## src/rtl/hazard_controller_if.sv

```systemverilog
// Pipeline-side hazard bus: hazard inputs from ID/EX/MEM and debug control,
// stage enables/flushes, forwarding selects and counters back to the datapath.
//   master: pipeline/datapath side (drives hazard inputs, consumes controls)
//   slave : hazard_controller side
interface hazard_controller_if #(
  parameter int unsigned AW    = 5,
  parameter int unsigned CNT_W = 32
);
  logic [AW-1:0]    id_rs;
  logic [AW-1:0]    id_rt;
  logic             id_uses_rt;
  logic             ex_reg_write;
  logic             ex_mem_read;
  logic [AW-1:0]    ex_wb_addr;
  logic             mem_reg_write;
  logic [AW-1:0]    mem_wb_addr;
  logic             mem_redirect;
  logic             mem_busy;
  logic             halt_req;
  logic             resume;
  logic             pc_en;
  logic             if_id_en;
  logic             if_id_flush;
  logic             id_ex_flush;
  logic             ex_mem_flush;
  logic             pipe_en;
  logic [1:0]       fwd_a;
  logic [1:0]       fwd_b;
  logic             halted;
  logic [CNT_W-1:0] stall_cnt;
  logic [CNT_W-1:0] flush_cnt;

  modport master (
    output id_rs, id_rt, id_uses_rt, ex_reg_write, ex_mem_read, ex_wb_addr,
           mem_reg_write, mem_wb_addr, mem_redirect, mem_busy, halt_req, resume,
    input  pc_en, if_id_en, if_id_flush, id_ex_flush, ex_mem_flush, pipe_en,
           fwd_a, fwd_b, halted, stall_cnt, flush_cnt
  );

  modport slave (
    input  id_rs, id_rt, id_uses_rt, ex_reg_write, ex_mem_read, ex_wb_addr,
           mem_reg_write, mem_wb_addr, mem_redirect, mem_busy, halt_req, resume,
    output pc_en, if_id_en, if_id_flush, id_ex_flush, ex_mem_flush, pipe_en,
           fwd_a, fwd_b, halted, stall_cnt, flush_cnt
  );
endinterface

```

## src/rtl/hazard_controller.sv

```systemverilog
// Hazard controller for a 5-stage pipeline (IF/ID/EX/MEM/WB).
// Produces stage enables/flushes (combinational, Mealy), detects load-use
// hazards, squashes wrong-path work on MEM redirects, registers the EX
// forwarding selects, sequences halt/drain/resume and counts stall/flush cycles.
//   clk   : pipeline clock
//   reset : asynchronous, active-low reset
//   bus   : hazard_controller_if slave (hazard inputs in; controls, fwd, counters out)
module hazard_controller #(
  parameter int unsigned AW           = 5,
  parameter int unsigned CNT_W        = 32,
  parameter int unsigned DRAIN_CYCLES = 4
) (
  input  logic               clk,
  input  logic               reset,
  hazard_controller_if.slave bus
);

  localparam int unsigned DW = (DRAIN_CYCLES > 1) ? $clog2(DRAIN_CYCLES) : 1;

  typedef enum logic [1:0] {S_RUN, S_DRAIN, S_HALTED} state_t;

  state_t           state;
  logic [DW-1:0]    drain_cnt;
  logic [1:0]       fwd_a_q;
  logic [1:0]       fwd_b_q;
  logic [CNT_W-1:0] stall_q;
  logic [CNT_W-1:0] flush_q;

  logic       load_use;
  logic       active;
  logic       redirect_act;
  logic       hazard_act;
  logic [1:0] fwd_a_nxt;
  logic [1:0] fwd_b_nxt;

  logic pc_en_c, if_id_en_c, if_id_flush_c, id_ex_flush_c, ex_mem_flush_c, pipe_en_c;

  // Forwarding source for one operand; the nearer (EX) producer wins, r0 never forwards.
  function automatic logic [1:0] src_sel(input logic [AW-1:0] src,
                                         input logic          ex_w,
                                         input logic [AW-1:0] ex_a,
                                         input logic          mem_w,
                                         input logic [AW-1:0] mem_a);
    if (ex_w && (ex_a != '0) && (ex_a == src))
      return 2'b01;
    else if (mem_w && (mem_a != '0) && (mem_a == src))
      return 2'b10;
    else
      return 2'b00;
  endfunction

  // Saturating increment for the performance counters.
  function automatic logic [CNT_W-1:0] sat_inc(input logic [CNT_W-1:0] v);
    return (v == '1) ? v : v + CNT_W'(1);
  endfunction

  assign load_use = bus.ex_mem_read && (bus.ex_wb_addr != '0) &&
                    ((bus.ex_wb_addr == bus.id_rs) ||
                     (bus.id_uses_rt && (bus.ex_wb_addr == bus.id_rt)));

  // Redirect and load-use only act on a live, unfrozen pipeline.
  assign active       = !bus.mem_busy && (state != S_HALTED);
  assign redirect_act = active && bus.mem_redirect;
  assign hazard_act   = active && !bus.mem_redirect && load_use;

  assign fwd_a_nxt = (redirect_act || hazard_act) ? 2'b00 :
                     src_sel(bus.id_rs, bus.ex_reg_write, bus.ex_wb_addr,
                             bus.mem_reg_write, bus.mem_wb_addr);
  assign fwd_b_nxt = (redirect_act || hazard_act || !bus.id_uses_rt) ? 2'b00 :
                     src_sel(bus.id_rt, bus.ex_reg_write, bus.ex_wb_addr,
                             bus.mem_reg_write, bus.mem_wb_addr);

  // Stage controls: freeze > redirect > load-use > drain/halt.
  always_comb begin
    pc_en_c        = 1'b0;
    if_id_en_c     = 1'b0;
    if_id_flush_c  = 1'b0;
    id_ex_flush_c  = 1'b0;
    ex_mem_flush_c = 1'b0;
    pipe_en_c      = 1'b0;
    if (active) begin
      pipe_en_c = 1'b1;
      if (redirect_act) begin
        pc_en_c        = 1'b1;
        if_id_en_c     = 1'b1;
        if_id_flush_c  = 1'b1;
        id_ex_flush_c  = 1'b1;
        ex_mem_flush_c = 1'b1;
      end else if (hazard_act) begin
        id_ex_flush_c = 1'b1;
      end else if (state == S_DRAIN) begin
        if_id_en_c    = 1'b1;
        if_id_flush_c = 1'b1;
      end else begin
        pc_en_c    = 1'b1;
        if_id_en_c = 1'b1;
      end
    end
  end

  // FSM, drain counter, forwarding selects and performance counters.
  always_ff @(posedge clk or negedge reset) begin
    if (!reset) begin
      state     <= S_RUN;
      drain_cnt <= '0;
      fwd_a_q   <= 2'b00;
      fwd_b_q   <= 2'b00;
      stall_q   <= '0;
      flush_q   <= '0;
    end else if (bus.mem_busy) begin
      stall_q <= sat_inc(stall_q);
    end else begin
      unique case (state)
        S_RUN: begin
          if (bus.halt_req) begin
            state     <= S_DRAIN;
            drain_cnt <= DW'(DRAIN_CYCLES - 1);
          end
        end
        S_DRAIN: begin
          // A load-use stall does not consume a drain bubble.
          if (!hazard_act) begin
            if (drain_cnt == '0)
              state <= S_HALTED;
            else
              drain_cnt <= drain_cnt - DW'(1);
          end
        end
        S_HALTED: begin
          if (bus.resume)
            state <= S_RUN;
        end
        default: state <= S_RUN;
      endcase
      if (state != S_HALTED) begin
        fwd_a_q <= fwd_a_nxt;
        fwd_b_q <= fwd_b_nxt;
      end
      if (redirect_act)
        flush_q <= sat_inc(flush_q);
      if (hazard_act)
        stall_q <= sat_inc(stall_q);
    end
  end

  assign bus.pc_en        = pc_en_c;
  assign bus.if_id_en     = if_id_en_c;
  assign bus.if_id_flush  = if_id_flush_c;
  assign bus.id_ex_flush  = id_ex_flush_c;
  assign bus.ex_mem_flush = ex_mem_flush_c;
  assign bus.pipe_en      = pipe_en_c;
  assign bus.halted       = (state == S_HALTED);
  assign bus.fwd_a        = fwd_a_q;
  assign bus.fwd_b        = fwd_b_q;
  assign bus.stall_cnt    = stall_q;
  assign bus.flush_cnt    = flush_q;

endmodule

```

## src/flat_wrapper.sv

```systemverilog
// flat-port wrapper written by rule: the top's interface ports become plain ports
module hazard_controller_flat 
#(
  parameter int unsigned AW           = 5,
  parameter int unsigned CNT_W        = 32,
  parameter int unsigned DRAIN_CYCLES = 4
)
  (clk, reset, bus_id_rs, bus_id_rt, bus_id_uses_rt, bus_ex_reg_write, bus_ex_mem_read, bus_ex_wb_addr, bus_mem_reg_write, bus_mem_wb_addr, bus_mem_redirect, bus_mem_busy, bus_halt_req, bus_resume, bus_pc_en, bus_if_id_en, bus_if_id_flush, bus_id_ex_flush, bus_ex_mem_flush, bus_pipe_en, bus_fwd_a, bus_fwd_b, bus_halted, bus_stall_cnt, bus_flush_cnt);
  hazard_controller_if #(.AW(AW), .CNT_W(CNT_W)) bus_i ();
  input  logic clk;
  input  logic reset;
  input wire logic [$bits(bus_i.id_rs)-1:0] bus_id_rs;
  input wire logic [$bits(bus_i.id_rt)-1:0] bus_id_rt;
  input wire logic [$bits(bus_i.id_uses_rt)-1:0] bus_id_uses_rt;
  input wire logic [$bits(bus_i.ex_reg_write)-1:0] bus_ex_reg_write;
  input wire logic [$bits(bus_i.ex_mem_read)-1:0] bus_ex_mem_read;
  input wire logic [$bits(bus_i.ex_wb_addr)-1:0] bus_ex_wb_addr;
  input wire logic [$bits(bus_i.mem_reg_write)-1:0] bus_mem_reg_write;
  input wire logic [$bits(bus_i.mem_wb_addr)-1:0] bus_mem_wb_addr;
  input wire logic [$bits(bus_i.mem_redirect)-1:0] bus_mem_redirect;
  input wire logic [$bits(bus_i.mem_busy)-1:0] bus_mem_busy;
  input wire logic [$bits(bus_i.halt_req)-1:0] bus_halt_req;
  input wire logic [$bits(bus_i.resume)-1:0] bus_resume;
  output wire logic [$bits(bus_i.pc_en)-1:0] bus_pc_en;
  output wire logic [$bits(bus_i.if_id_en)-1:0] bus_if_id_en;
  output wire logic [$bits(bus_i.if_id_flush)-1:0] bus_if_id_flush;
  output wire logic [$bits(bus_i.id_ex_flush)-1:0] bus_id_ex_flush;
  output wire logic [$bits(bus_i.ex_mem_flush)-1:0] bus_ex_mem_flush;
  output wire logic [$bits(bus_i.pipe_en)-1:0] bus_pipe_en;
  output wire logic [$bits(bus_i.fwd_a)-1:0] bus_fwd_a;
  output wire logic [$bits(bus_i.fwd_b)-1:0] bus_fwd_b;
  output wire logic [$bits(bus_i.halted)-1:0] bus_halted;
  output wire logic [$bits(bus_i.stall_cnt)-1:0] bus_stall_cnt;
  output wire logic [$bits(bus_i.flush_cnt)-1:0] bus_flush_cnt;
  assign bus_i.id_rs = bus_id_rs;
  assign bus_i.id_rt = bus_id_rt;
  assign bus_i.id_uses_rt = bus_id_uses_rt;
  assign bus_i.ex_reg_write = bus_ex_reg_write;
  assign bus_i.ex_mem_read = bus_ex_mem_read;
  assign bus_i.ex_wb_addr = bus_ex_wb_addr;
  assign bus_i.mem_reg_write = bus_mem_reg_write;
  assign bus_i.mem_wb_addr = bus_mem_wb_addr;
  assign bus_i.mem_redirect = bus_mem_redirect;
  assign bus_i.mem_busy = bus_mem_busy;
  assign bus_i.halt_req = bus_halt_req;
  assign bus_i.resume = bus_resume;
  assign bus_pc_en = bus_i.pc_en;
  assign bus_if_id_en = bus_i.if_id_en;
  assign bus_if_id_flush = bus_i.if_id_flush;
  assign bus_id_ex_flush = bus_i.id_ex_flush;
  assign bus_ex_mem_flush = bus_i.ex_mem_flush;
  assign bus_pipe_en = bus_i.pipe_en;
  assign bus_fwd_a = bus_i.fwd_a;
  assign bus_fwd_b = bus_i.fwd_b;
  assign bus_halted = bus_i.halted;
  assign bus_stall_cnt = bus_i.stall_cnt;
  assign bus_flush_cnt = bus_i.flush_cnt;
  hazard_controller #(.AW(AW), .CNT_W(CNT_W), .DRAIN_CYCLES(DRAIN_CYCLES)) u_core (.clk(clk), .reset(reset), .bus(bus_i));
endmodule
```

## config.mk

```make
export PLATFORM = sky130hd
export DESIGN_NAME = hazard_controller_flat
export DESIGN_NICKNAME = d
export VERILOG_FILES = /design/src/rtl/hazard_controller_if.sv /design/src/rtl/hazard_controller.sv /design/src/flat_wrapper.sv
export SDC_FILE = /design/constraint.sdc
export NUM_CORES = 1
export LEC_CHECK = 0
export ABC_AREA = 1
export CAP_MARGIN = 20
export CORE_ASPECT_RATIO = 1.5
export CORE_MARGIN = 10
export CORE_UTILIZATION = 51
export CTS_CLUSTER_DIAMETER = 60
export DETAILED_ROUTE_END_ITERATION = 7
export MAX_ROUTING_LAYER = met4
export PLACE_DENSITY = 0.76
export SYNTH_ARGS = -nofsm -noshare
export SYNTH_HDL_FRONTEND = slang
export SYNTH_SLANG_ARGS = --single-unit
export TNS_END_PERCENT = 50
```

## constraint.sdc

```tcl
create_clock -name clk -period 4.6 [get_ports clk]
set_input_delay 0.46 -clock clk [delete_from_list [all_inputs] [get_ports clk]]
set_output_delay 0.46 -clock clk [all_outputs]
set_load 0.02 [all_outputs]
```

-- Word level (Yosys, flattened, before mapping)
Cells that the tools add are included.
- add/sub/neg operators: 3
- eq/ne operators: 14
- muxes and demuxes: 35
- bitwise gates (word level): 2
- reductions and logical operators: 29
- operators with widths (operator ; number):
    32-bit 2-to-1 mux ; 3
    32-bit by 1-bit adder with 32-bit output, second input constant ; 2
    32-bit == test, second input constant ; 2
    2-bit 2-to-1 mux ; 13
    5-bit == test ; 4
    1-bit 2-to-1 mux ; 17
    1-bit logical AND ; 13
    2-bit != test, second input constant ; 6
    5-bit AND reduction ; 2
    5-bit nonzero test ; 2
    2-bit case mux with 3 select lines ; 1
    2-bit zero test ; 2
    2-bit case mux with 2 select lines ; 1
    2-bit nonzero test ; 2
    1-bit zero test ; 3
    1-bit logical OR ; 3
    3-bit AND reduction ; 1
    2-bit by 1-bit == test with 1-bit output, second input constant ; 1
    2-bit == test, second input constant ; 1
    1-bit inverter ; 2
    2-bit AND reduction ; 1
    2-bit by 1-bit subtractor with 2-bit output, second input constant ; 1
- register bits after elaboration: 72
- input port bits: 30
- output and inout bits: 75
- word-level logic and storage cells: 89

-- Logic depth before layout (Yosys ltp)
Gate-level depths: netlist (run 1).
- depth after elaboration: 8
- mapped depth: 12
- depth with buffers taken out: 11

-- Worst setup path after synthesis (run 1)
Ideal clock, no wire load.
- path kind: register -> output
- start point: register u_core.state[0]
- end point: output bus_if_id_flush
- data arrival time: 1813 ps
- data required time: 4140 ps
- setup slack: 2327 ps
- cell stages (with the launch flop): 9
- buffers on the path: 1
- cells stage by stage: dfrtp_1 nor2_2 nor2_2 nand2_1 nor2_1 nand2_1 nand2_2 buf_2 o21ai_0
- longest elaborated chain between the ends: 7
- elaborated cells between the ends (all ways): 10
- classes of those cells: eq/ne (2); mux (4); reduce/logical (4)
- RTL lines (what ; line ; text):
    start: declaration ; hazard_controller.sv:22 ; state_t state;
    start signal: assignment ; hazard_controller.sv:104 ; state <= S_RUN;
    start signal: assignment ; hazard_controller.sv:116 ; state <= S_DRAIN;
    start signal: assignment ; hazard_controller.sv:124 ; state <= S_HALTED;
    2-bit != test ; hazard_controller.sv:62 ; assign active = !bus.mem_busy && (state != S_HALTED);
    1-bit logical AND ; hazard_controller.sv:62 ;
    1-bit logical AND (2 in series) ; hazard_controller.sv:64 ; assign hazard_act = active && !bus.mem_redirect && load_use;
    1-bit 2-to-1 mux ; hazard_controller.sv:89 ; end else if (hazard_act) begin
    1-bit 2-to-1 mux ; hazard_controller.sv:83 ; if (redirect_act) begin
    1-bit 2-to-1 mux * ; hazard_controller.sv:81 ; if (active) begin
    end: declaration ; flat_wrapper.sv:26 ; output wire logic [$bits(bus_i.if_id_flush)-1:0] bus_if_id_flush;
Mark *: on every way between the ends. The rest lies on a longest branch, timed or not.

-- Worst setup path in the final report (run 1)
- start point: input bus_ex_wb_addr[1]
- end point: output bus_pc_en
- longest elaborated chain between the ends: 8
- elaborated cells between the ends (all ways): 11
- classes of those cells: eq/ne (2); mux (3); reduce/logical (6)
- RTL lines (what ; line ; text):
    start: declaration ; flat_wrapper.sv:17 ; input wire logic [$bits(bus_i.ex_wb_addr)-1:0] bus_ex_wb_addr;
    5-bit == test ; hazard_controller.sv:59 ; (bus.id_uses_rt && (bus.ex_wb_addr == bus.id_rt)));
    1-bit logical AND ; hazard_controller.sv:59 ;
    1-bit logical OR ; hazard_controller.sv:58 ; ((bus.ex_wb_addr == bus.id_rs) ||
    1-bit logical AND * ; hazard_controller.sv:57 ; assign load_use = bus.ex_mem_read && (bus.ex_wb_addr != '0) &&
    1-bit logical AND * ; hazard_controller.sv:64 ;
    1-bit 2-to-1 mux * ; hazard_controller.sv:89 ;
    1-bit 2-to-1 mux * ; hazard_controller.sv:83 ;
    1-bit 2-to-1 mux * ; hazard_controller.sv:81 ;
    end: declaration ; flat_wrapper.sv:24 ; output wire logic [$bits(bus_i.pc_en)-1:0] bus_pc_en;
Marked as above.

==> out/results.tsv, run 1 <==
stage	metric	value	unit
worst_hold_path	type of the tightest min-delay check	input port to async pin	
global_routing	initial antenna violation count	0	
critical_path	r2r endpoint	u_core.bus.flush_cnt[8]	
die	die width	99.8	um
timing	fin crit period	3.47	ns
layout	commonest non-fill, non-tap cells in the layout	nand2_1, clkdlybuf4s50_1, nor2_1, dfrtp_1, inv_1	
detailed_routing	drt drc	0	
critical_path	reg2reg path depth	8	
layout	commonest non-fill, non-tap cell in the layout	nand2_1	
synthesis	main combinational cell family by area after synthesis	simple AND/OR/NAND/NOR gates	
die	chip height	140	um
critical_path	Required @ worst endpoint	4.14	ns
power_and_ir_drop	leak pwr	2.88	nW
timing	Final Hold Fails	0	
power_and_ir_drop	pwr dens	373	nW/um^2
clocking	TritonCTS buffer count	9	
synthesis	leading area contributor after synthesis	dfrtp_1	
synthesis	Yosys warnings	0	
synthesis	Synth top area share	37.0	%
critical_path	CP endpoint kind	output port	
timing	Final Max Tran Viols	0	
global_routing	Total GRT Usage	23.1	%
critical_path	critical path cell sequence	clkdlybuf4s50_1 > or2_2 > a21oi_1 > nand3_1 > nand2_1 > nand2_1 > nand2_2 > nor2_1 > nand2_1 > nand2_1 > clkdlybuf4s50_1	
power_and_ir_drop	Int Power	1.45	mW
timing	endpoints failing setup	0	
power_and_ir_drop	clock power share	28.2	%
clocking	CTS tree	done	
timing	relative slew slack	32.3	%
layout	# fillers	832	
die	area of the core	9310	sq um
synthesis	Net Count, Synth	754	
critical_path	Crit Path Class	input port to output port	
timing	unrepaired setup endpoints after global routing	false	
synthesis	synth unique cells	24	
flow_run	maxcap violations	0	
synthesis	Synth Area in Adders	0.771	%
clocking	CTS Hold Bufs	0	
power_and_ir_drop	register share of total power	37.8	%
timing	Slew @ Worst Pin	1.01	ns
synthesis	cells after synthesis	721	
die	Starting Density	52.3	%
layout	diode count	0	
detailed_routing	Routed WL	15700	um
synthesis	Seq/Total Area, Yosys	37.0	%
detailed_routing	vias per cell	5.38	
global_routing	met1 usage	23.6	%
global_routing	vias in the first global route	5065	
clocking	CTS root buffer	clkbuf_16	
synthesis	Avg Synthesized Cell Area	6.75	sq um
global_routing	first-pass GRT wire length	25600	um
outcome	status	finished, final reports clean	
clocking	Setup Buffers After CTS	0	
synthesis	synth top area cells	dfrtp_1, nand2_1, xor2_1	
place	IO buf count	104	
synthesis	Simple-Gate Fraction of Synth Area	40.2	%
clocking	Skew-Pair Late Insertion Delay	0.34	ns
global_routing	most used routing layer	met2	
detailed_routing	Pre-antenna DRT Iters	5	
power_and_ir_drop	net switching power	0.887	mW
synthesis	mux cell area share after synthesis	0	%
critical_path	reg2reg start	u_core.bus.flush_cnt[0]	
clocking	deepest clock path buffer count	2	
clocking	Reg clk slew, reported paths	0.06	ns
die	I/O pin count	105	
detailed_routing	post-route ant nets	0	
layout	fin util	67.2	%
global_routing	Remaining Overflow, GRT	0	
global_routing	pin count of the biggest net entering global routing	43	
power_and_ir_drop	Peak supply drop	0.314	mV
timing	Final period util	75.4	%
layout	share of layout cells above drive strength 1	3.39	%
power_and_ir_drop	switching share of power	38.0	%
clocking	PostCTS Resize Cnt	0	
layout	Layout area overhead	28.4	%
timing	clock skew	0.00730	ns
detailed_routing	routed vias	5054	
clocking	Clock Sinks	72	
die	# rows	43	
detailed_routing	DR WL/cell	16.7	um
place	routability congestion estimate	1.07	
timing	hold slack	0.207	ns
layout	nets	855	
global_routing	met2 GRT Util	41.2	%
synthesis	Seq cells post-synth	72	
timing	TNS Setup	0	ns
die	Die ar.	13900	sq um
synthesis	xor and xnor area share after synthesis	12.2	%
critical_path	largest stage delay on the critical path	0.56	ns
timing	f_max	288	MHz
power_and_ir_drop	combinational power share	34.0	%
critical_path	cell mode on critical path	nand2_1	
critical_path	CP Max Fanout	36	
critical_path	slowest CP cell	clkdlybuf4s50_1	
critical_path	CP arrival	3.01	ns
synthesis	Synth Cell Area	4870	sq um
place	HPWL Detailed	12200	um
critical_path	flop2flop setup slack	1.66	ns
synthesis	Synth Area in Compound Gates	3.03	%
critical_path	startpoint types	input port	
clocking	CTS HTree Levels	3	
global_routing	met3 Usage GRT	4.51	%
detailed_routing	iteration-0 DRC count of the detailed router	285	
## per-layer routing
| layer | vias to the layer above | routed length (um) |
|---|---|---|
| met5 | - | 0 |
| met4 | 0 | 675 |
| met3 | 46 | 628 |
| met2 | 145 | 8540 |
| met1 | 2389 | 5830 |
| li1 | 2474 | - |
## worst max path at each step
stage	startpoint	end	slack, ns
2_1_floorplan	u_core.state[0]	bus_if_id_flush	2.33
3_3_place_gp	bus_ex_wb_addr[1]	bus_pc_en	1.23
3_5_place_dp	bus_ex_wb_addr[1]	bus_pc_en	1.14
4_1_cts	bus_ex_wb_addr[1]	bus_pc_en	1.14
5_1_grt	bus_ex_wb_addr[2]	bus_pc_en	0.94
6_report	bus_ex_wb_addr[1]	bus_pc_en	1.13
## layout make-up
type                            count  area [sq um]  share of cell area, %
Clock buffer                       11           243                   3.88
Clock inverter                      5          32.5                  0.520
Inverter                           66           248                   3.96
Multi-Input combinational cell    567          2740                   43.8
Sequential cell                    72          1800                   28.8
Tap cell                          112           140                   2.24
Timing Repair Buffer              106          1050                   16.8
## cells in the mapped netlist
library cell  instances
a211oi_1              1
a21oi_1               2
buf_2                 9
buf_4                 3
clkbuf_1              4
dfrtp_1              72
ha_1                  3
inv_1                64
inv_2                 2
nand2_1             270
nand2_2               1
nand3_1              55
nand3_4               1
nand3b_1              4
nand4_1              15
nor2_1               78
nor2_2                4
nor3_1               36
nor3_2                1
nor4_1                1
o21ai_0              26
or2_2                 1
xnor2_1              15
xor2_1               53
## critical path, delay by kind of cell
kind / cells / cell delay (ns)
simple gates: 8 / 1.37
buf+inv: 2 / 1.02
compound gates: 1 / 0.15
## per-stage QoR
step / cell area [sq um] / power (mW) / instances / setup WS, ns
global route: 6250 / 2.47 / 939 / 0.938
global placement: 5980 / 1.66 / 923 / 1.23
detailed placement: 5980 / 1.69 / 923 / 1.14
finish: 6250 / 2.33 / 939 / 1.13
floorplan: 4870 / 1.31 / 721 / 2.33
CTS: 6250 / 2.34 / 939 / 1.14
## cells by family after synthesis
logic type | after synthesis
DFF | 72
xor gates and xnor gates | 68
adders and majority gates | 3
AOI/OAI and AO/OA | 29
buffers and inverters | 82
and+or+nand+nor | 467
## power groups by stage
stage,Sequential (mW),Clock (mW),Combinational [mW]
global route,0.902,0.695,0.875
CTS,0.882,0.661,0.799
finish,0.883,0.658,0.793
detailed placement,0.890,0,0.797
floorplan,0.967,0,0.339
global placement,0.886,0,0.771
## flip-flops by register name, summed over array words and instances, names as in the netlist
signal                flops
u_core.bus.flush_cnt     32
u_core.bus.stall_cnt     32
u_core.bus.fwd_a          2
u_core.bus.fwd_b          2
u_core.drain_cnt          2
u_core.state              2
(Power assumes the default switching activity.)
==> run 2, diff against run 1 <==
Settings changed: CORE_UTILIZATION 51 to 47, PLACE_DENSITY 0.76 to 0.74.
Clock period 4.6 ns to 3 ns, I/O delays scaled along.
==> out/results.tsv, run 2 (synthesis results as in run 1) <==
stage	metric	value	unit	change
place	HPWL Detailed	12700	um	+4.5%
critical_path	cell mode on critical path	nor2_2		
power_and_ir_drop	pwr dens	592	nW/um^2	+59%
place	IO buf count	104		unchanged
clocking	Skew-Pair Late Insertion Delay	0.34	ns	about the same
power_and_ir_drop	net switching power	1.37	mW	+55%
outcome	status	finished, final reports clean		
clocking	CTS Hold Bufs	1		+1
timing	hold slack	0.480	ns	+0.273 ns
critical_path	startpoint types	flip-flop		
timing	TNS Setup	0	ns	unchanged
critical_path	CP arrival	2.38	ns	-0.63 ns
flow_run	maxcap violations	0		unchanged
layout	Layout area overhead	31.0	%	
layout	# fillers	917		+10%
worst_hold_path	type of the tightest min-delay check	flip-flop to flip-flop		
critical_path	Crit path max-delay family	buffers and inverters		
timing	fin crit period	2.68	ns	
layout	diode count	0		unchanged
clocking	Reg clk slew, reported paths	0.06	ns	about the same
detailed_routing	post-route ant nets	0		unchanged
global_routing	first-pass GRT wire length	26200	um	+2.5%
clocking	Clock Sinks	72		unchanged
detailed_routing	DR WL/cell	17.2	um	+2.8%
detailed_routing	vias per cell	5.32		-1.2%
global_routing	pin count of the biggest net entering global routing	73		+70%
timing	final critical-path setup slack	0.320	ns	-0.813 ns
detailed_routing	iteration-0 DRC count of the detailed router	295		+3.5%
clocking	CTS root buffer	clkbuf_16		
clocking	CTS HTree Levels	3		unchanged
power_and_ir_drop	switching share of power	36.3	%	-1.6 points
timing	Final period util	89.3	%	
timing	endpoints failing setup	0		unchanged
place	routability congestion estimate	0.959		-10%
critical_path	flop2flop setup slack	0.77	ns	-0.89 ns
critical_path	reg2reg path depth	10		+2
critical_path	worst path bufs/invs	4		+2
timing	unrepaired setup endpoints after global routing	false		
detailed_routing	routed vias	5045		-0.18%
layout	FF/Latch Area	1800	sq um	unchanged
die	# rows	45		+4.7%
timing	clock skew	0.0106	ns	+0.00334 ns
die	Die ar.	14900	sq um	+7.0%
critical_path	slowest CP cell	clkdlybuf4s50_1		
detailed_routing	drt drc	0		unchanged
critical_path	Crit Path Class	flip-flop to output port		
global_routing	Total GRT Usage	23.3	%	+0.18 points
clocking	Setup Buffers After CTS	0		unchanged
global_routing	initial antenna violation count	0		unchanged
timing	Final Max Tran Viols	0		unchanged
die	die width	103	um	+3.3%
detailed_routing	Pre-antenna DRT Iters	6		+1
clocking	deepest clock path buffer count	2		unchanged
critical_path	CP Max Fanout	7		-81%
critical_path	Critical Path Stages	8		-3
power_and_ir_drop	Int Power	2.41	mW	+66%
timing	f_max	373	MHz	
die	Starting Density	48.0	%	-4.3 points
clocking	TritonCTS buffer count	9		unchanged
power_and_ir_drop	leak pwr	2.94	nW	+2.0%
timing	Final Hold Fails	0		unchanged
critical_path	largest stage delay on the critical path	0.64	ns	+0.08 ns
die	I/O pin count	105		unchanged
clocking	PostCTS Resize Cnt	0		unchanged
worst_hold_path	Worst Hold Depth	2		
layout	nets	860		+0.58%
detailed_routing	Routed WL	16300	um	+3.9%
place	Setup WS pre-CTS	0.345	ns	-0.798 ns
die	chip height	145	um	+3.6%
layout	commonest non-fill, non-tap cell in the layout	nand2_1		
critical_path	CP endpoint kind	output port		
power_and_ir_drop	combinational power share	32.2	%	-1.8 points
timing	relative slew slack	58.1	%	+26 points
global_routing	Remaining Overflow, GRT	0		unchanged
clocking	CTS tree	done		
die	area of the core	10100	sq um	+8.9%
timing	Slew @ Worst Pin	0.628	ns	-0.386 ns
layout	multi-input combinational cell area	2740	sq um	unchanged
critical_path	critical path cell sequence	inv_2 > nor2_2 > nor2_2 > inv_1 > nor2_2 > inv_1 > nand2_1 > clkdlybuf4s50_1		
power_and_ir_drop	clock power share	31.7	%	+3.5 points
power_and_ir_drop	Overall Power	3.78	mW	+62%
critical_path	Required @ worst endpoint	2.70	ns	-1.44 ns
layout	share of layout cells above drive strength 1	3.97	%	+0.58 points
layout	commonest non-fill, non-tap cells in the layout	nand2_1, clkdlybuf4s50_1, nor2_1, dfrtp_1, inv_1		
power_and_ir_drop	register share of total power	36.1	%	-1.7 points
global_routing	vias in the first global route	5210		+2.9%
power_and_ir_drop	Peak supply drop	0.420	mV	+34%
## run 2: worst reg2reg max path: stages (launching register included)
cell     delay (ns)
dfrtp_1        0.44
ha_1           0.31
nand3_4        0.15
nor2_2         0.19
nand2_1        0.09
nor3_2         0.15
nand3_1        0.17
nand2_1        0.32
buf_12         0.22
nand2_1        0.07
nand2_1        0.07
## run 2: final timing paths
path                                         startpoint                        to
worst max-delay path                    u_core.state[1]           bus_id_ex_flush
worst min-delay path                u_core.bus.fwd_b[0]       u_core.bus.fwd_b[0]
worst max register to register  u_core.bus.stall_cnt[1]  u_core.bus.stall_cnt[25]
worst min register to register      u_core.bus.fwd_b[0]       u_core.bus.fwd_b[0]
max in group asynchronous                         reset   u_core.bus.stall_cnt[0]
min in group asynchronous                         reset   u_core.bus.flush_cnt[6]
## run 2: power groups by stage
stage | clock (mW) | combinational, mW | sequential, mW
2_1_floorplan | 0 | 0.520 | 1.48
3_5_place_dp | 0 | 1.22 | 1.38
3_3_place_gp | 0 | 1.20 | 1.37
4_1_cts | 1.22 | 1.23 | 1.36
6_report | 1.20 | 1.22 | 1.36
5_1_grt | 1.26 | 1.35 | 1.38
## run 2: layer usage
metal	routed length [um]	vias up	GRT usage [%]
li1	-	2488	-
met5	0	-	-
met3	720	51	4.03
met2	8850	163	42.2
met1	5950	2343	22.9
met4	773	0	12.7
## run 2: final cells by class
type | instances | share of cell area, %
Clock inverter | 6 | 1.43
Sequential cell | 72 | 28.2
Multi-Input combinational cell | 567 | 42.9
Inverter | 66 | 3.88
Timing Repair Buffer | 111 | 17.5
Clock buffer | 10 | 3.75
Tap cell | 117 | 2.29
## run 2: through the flow
step           std cells  area [sq um]  utilization (%)
3_3_place_gp         932          6040             59.6
4_1_cts              949          6380             63.0
5_1_grt              949          6380             63.0
6_report             949          6380             63.0
2_1_floorplan        721          4870                -
3_5_place_dp         932          6040             59.6
==> run 3, diff against run 2 <==
Settings changed: HOLD_SLACK_MARGIN from default to 0.12.
==> results of run 3 <==
No change in the layout: final DEF, timing and power equal those of run 2.
==> variant 1, RTL diff (flow settings as in run 2) <==
Reset style: synchronous (`reset`), changed in one clocked block. Comments in the files are not updated.
--- a/src/rtl/hazard_controller.sv
+++ b/src/rtl/hazard_controller.sv
@@ -101,3 +101,3 @@
   // FSM, drain counter, forwarding selects and performance counters.
-  always_ff @(posedge clk or negedge reset) begin
+  always_ff @(posedge clk) begin
     if (!reset) begin
Behaviour: differs if reset is asserted again (counterexample within 4 cycles, from zero or initial values and one cycle with reset low); with reset held inactive, the same outputs for 4 cycles.
==> variant 1 against run 2 <==
- die area fell by 1.4%
- largest cell class unchanged
- final area down 2.7%
- area after synthesis fell by 1.7%
- critical endpoint is now bus_pc_en
- wire length shrank 2.5%
- sequential cell count unchanged
- worst setup slack better by 0.052 ns
- count of clock-buffer cells in the layout unchanged
Power is not compared: it rests on default switching activity, and its combinational part moved more than twofold at a synthesized area within 25%.
==> variant 1: results (changes against run 2) <==
end of the worst register-to-register path: u_core.bus.stall_cnt[19]
portion of the post-synthesis area used by sequential elements: 0.301 (-0.0688)
transition time of the tightest slew-check pin: 0.815 ns (+0.187 ns)
reg-to-reg setup timing slack: 0.69 ns (-0.08 ns)
number of filler cells placed in the layout: 977 (+6.5%)
WL final: 15900 um (-2.5%)
net count after synthesis: 807 (+7.0%)
final weighted congestion in routability-driven placement: 1.04 (+8.0%)
post-synthesis area per instance: 6.18 um^2 (-8.5%)
worst reg2reg path startpoint: u_core.bus.stall_cnt[0]
worst slack after detailed placement: 0.385 ns (+0.0399 ns)
XOR/XNOR Fraction of Synth Area: 0.106 (-0.0162)
end point of the critical path: bus_pc_en
Async SR Flop Fraction: 0 (-1.00)
run status: completed
length of the first detailed-routing pass in iterations: 5 (-1)
Post-DP HPWL: 12000 um (-5.6%)
vias in the first global route: 5102 (-2.1%)
initial DRC count: 233 (-21%)
Area contributors post-synth: dfxtp_1 (30%), nand2_1 (20%), nor2_1 (7.8%), xor2_1 (7.5%), a21oi_1 (6.5%)
number of distinct library cell variants in the gate-level netlist after synthesis: 28 (+17%)
Placement Cell Area: 5890 um^2 (-2.5%)
Total Routing Usage GR: 0.222 (-0.0109)
commonest cells in the synthesized netlist: nand2_1 (255), nor2_1 (99), dfxtp_1 (72)
Arr. time, crit path: 2.33 ns (-0.05 ns)
variant 1: cell types whose count changed after synthesis, moves of 5 or more:
| cell | change |
|---|---|
| xor2_1 | -12 |
| clkbuf_1 | +5 |
| dfxtp_1 | +72 |
| o21ai_0 | -19 |
| nor2_1 | +21 |
| buf_6 | +5 |
| dfrtp_1 | -72 |
| nand2_1 | -15 |
| a21oi_1 | +60 |
variant 1: cell type report:
type                            count  area, um^2  area share
Clock buffer                       10         239      0.0385
Clock inverter                      5        81.3      0.0131
Inverter                           66         248      0.0399
Multi-Input combinational cell    613        2950       0.476
Sequential cell                    72        1440       0.232
Tap cell                          117         146      0.0236
Timing Repair Buffer              110        1100       0.177
variant 1: how the worst min path moves through the flow:
stage / start / cells past startpoint / end / slack [ns]
floorplan: reset / 2 / u_core.bus.flush_cnt[1] / 0.44
global placement: u_core.bus.fwd_a[1] / 2 / u_core.bus.fwd_a[1] / 0.46
detailed placement: u_core.bus.fwd_a[0] / 2 / u_core.bus.fwd_a[0] / 0.46
CTS: u_core.bus.fwd_a[0] / 2 / u_core.bus.fwd_a[0] / 0.47
global route: u_core.bus.fwd_a[0] / 2 / u_core.bus.fwd_a[0] / 0.51
finish: u_core.bus.fwd_a[0] / 2 / u_core.bus.fwd_a[0] / 0.47
variant 1: per-layer routing:
metal  part of all wire  global-route usage  wire [um]  vias to the layer above
met3              0.037              0.0327        581                       41
met5                  0                   -          0                        -
met1               0.38               0.223       6070                     2479
met4              0.034               0.104        539                        0
li1                   -                   -          -                     2668
met2               0.55               0.409       8690                      150
variant 1: worst max-delay path, delay by kind of cell:
kind | cells | cell delay, ns
buffers and inverters | 2 | 1.08
and+or+nand+nor | 9 | 0.93
==> variant 2, RTL diff (config.mk and constraints of run 2) <==
Made on the original files. `CNT_W` is set to 32 in 3 places; all go to 24.
--- a/src/rtl/hazard_controller_if.sv
+++ b/src/rtl/hazard_controller_if.sv
@@ -6,3 +6,3 @@
   parameter int unsigned AW    = 5,
-  parameter int unsigned CNT_W = 32
+  parameter int unsigned CNT_W = 24
 );
--- a/src/rtl/hazard_controller.sv
+++ b/src/rtl/hazard_controller.sv
@@ -9,3 +9,3 @@
   parameter int unsigned AW           = 5,
-  parameter int unsigned CNT_W        = 32,
+  parameter int unsigned CNT_W        = 24,
   parameter int unsigned DRAIN_CYCLES = 4
--- a/src/flat_wrapper.sv
+++ b/src/flat_wrapper.sv
@@ -4,3 +4,3 @@
   parameter int unsigned AW           = 5,
-  parameter int unsigned CNT_W        = 32,
+  parameter int unsigned CNT_W        = 24,
   parameter int unsigned DRAIN_CYCLES = 4
Interface: changed (resized bus_flush_cnt and bus_stall_cnt); port bits go from 105 to 89. The function was not compared with the original's and may differ.
==> variant 2 against run 2 <==
- worst setup slack improved by 0.068 ns
- critical path type is now in2out
- clock power shrank 51%
- die area shrank 16%
- combinational power fell by 8%
- final area shrank 21%
- sequential cell count decreased by 16
- final cell count down 21%
- wire length decreased by 32%
- utilization shrank 0.56 points
- total power shrank 26%
- maximum frequency is 2.6% higher
- area after synthesis shrank 19%
- sequential power fell by 21%
==> variant 2: results (changes against run 2) <==
leakage power: 2.34 nW (-20%)
end of the worst register-to-register path: u_core.bus.flush_cnt[22]
worst hold-check slack: 0.0788 ns (-0.401 ns)
Total Routing Usage GR: 0.180 (-0.0529)
pin count of the biggest net entering global routing: 34 (-53%)
logic depth of the worst register-to-register path: 9 (-1)
fraction of layout cells with a size suffix above 1: 0.0872 (+0.0476)
number of distinct library cell variants in the gate-level netlist after synthesis: 33 (+38%)
clock-pin slew on the worst setup and hold paths: 0.07 ns
initial DRC count: 152 (-48%)
Synthesis Warnings: 0 (unchanged)
WL/cell: 14.8 um (-14%)
run status: completed
synthesized instance count: 551 (-24%)
class of the tightest hold or removal check: in2async
number of buffers added on ports: 88 (-15%)
worst-skew pair later-pin latency: 0.29 ns (-0.05 ns)
commonest cells in the synthesized netlist: nand2_1 (182), inv_1 (58), dfrtp_1 (56)
Arr. time, crit path: 2.31 ns (-0.07 ns)
Top delay family on crit path: buffers and inverters
Via Count: 3864 (-23%)
number of levels the H-tree was split into: 2 (-1)
Clock Path Buffers: 2 (unchanged)
number of gates resized after CTS: 0 (unchanged)
net count after synthesis: 584 (-23%)
reg-to-reg setup timing slack: 0.76 ns
Area contributors post-synth: dfrtp_1 (36%), nand2_1 (17%), xor2_1 (8.4%), nand3_1 (6.1%), inv_1 (5.5%)
Post-DP HPWL: 8870 um (-30%)
number of nets at the end of the flow: 674 (-22%)
Placement Cell Area: 4910 um^2 (-19%)
Async SR Flop Fraction: 1.00 (unchanged)
length of the first detailed-routing pass in iterations: 4 (-2)
worst-case headroom to the max-slew limit: 0.487 (-0.0942)
number of buffers created by CTS: 5 (-4)
Antenna Diode Count: 0 (unchanged)
worst reg2reg path startpoint: u_core.bus.flush_cnt[0]
portion of the post-synthesis area used by sequential elements: 0.355 (-0.0148)
worst slack after detailed placement: 0.382 ns (+0.0366 ns)
peak supply drop: 0.362 mV (-14%)
via-per-instance ratio: 5.17 (-2.7%)
clk_skew: 0.00277 ns (-0.00787 ns)
critical path fanouts, max: 4 (-3)
Placed Cells incl. Taps: 739 (-21%)
number of buffers added for setup after CTS: 0 (unchanged)
Slowest Stage Delay on Critical Path: 0.60 ns (-0.04 ns)
final weighted congestion in routability-driven placement: 0.982 (+2.4%)
wire length of the first global-routing pass: 18100 um (-31%)
## variant 2: cell types whose count changed in the layout (fill, tap and decap cells not counted), sizes merged, moves of 6 or more
cell and change:
dfrtp -16, clkdlybuf4s50 -16, nor3 -9, nor2 -32, xor2 -15, nand3 -6, nand2 -81
## variant 2: area by class of cell
class | instances | area, um^2
Fill cell | 778 | 3050
Multi-Input combinational cell | 422 | 2230
Sequential cell | 56 | 1400
Timing Repair Buffer | 93 | 913
Inverter | 63 | 239
Clock buffer | 8 | 146
Tap cell | 105 | 131
## variant 2: per-layer routing
layer	up-vias	GRT usage	routed length, um
met1	1805	0.179	4110
met4	0	0.0785	421
li1	1930	-	-
met5	-	-	0
met3	25	0.0336	547
met2	104	0.326	6010
## variant 2: worst max path at each step
stage	start	end	slack [ns]	cells after the start
after detailed placement	bus_ex_wb_addr[0]	bus_pc_en	0.38	12
after global placement	bus_ex_wb_addr[0]	bus_pc_en	0.43	12
after global routing	bus_ex_wb_addr[2]	bus_pc_en	0.24	11
final	bus_ex_wb_addr[0]	bus_pc_en	0.39	12
after CTS	bus_ex_wb_addr[0]	bus_pc_en	0.38	12
after floorplan	u_core.state[0]	bus_if_id_flush	0.96	10
## variant 2: report_power, final
part / switching, mW / leakage (nW) / internal [mW]
clock: 0.259 / 0.0712 / 0.334
sequential: 0.174 / 0.757 / 0.892
combinational: 0.643 / 1.51 / 0.477
total: 1.08 / 2.34 / 1.70
## variant 2: kinds of logic (layout without fill, tap and decap cells)
family / count (synthesis) / count (layout) / synth area share
simple gates: 340 / 340 / 0.389
xor+xnor: 51 / 51 / 0.113
compound gates: 28 / 28 / 0.0523
buf+inv: 73 / 164 / 0.0802
flops: 56 / 56 / 0.355
fa+ha+maj: 3 / 3 / 0.00952
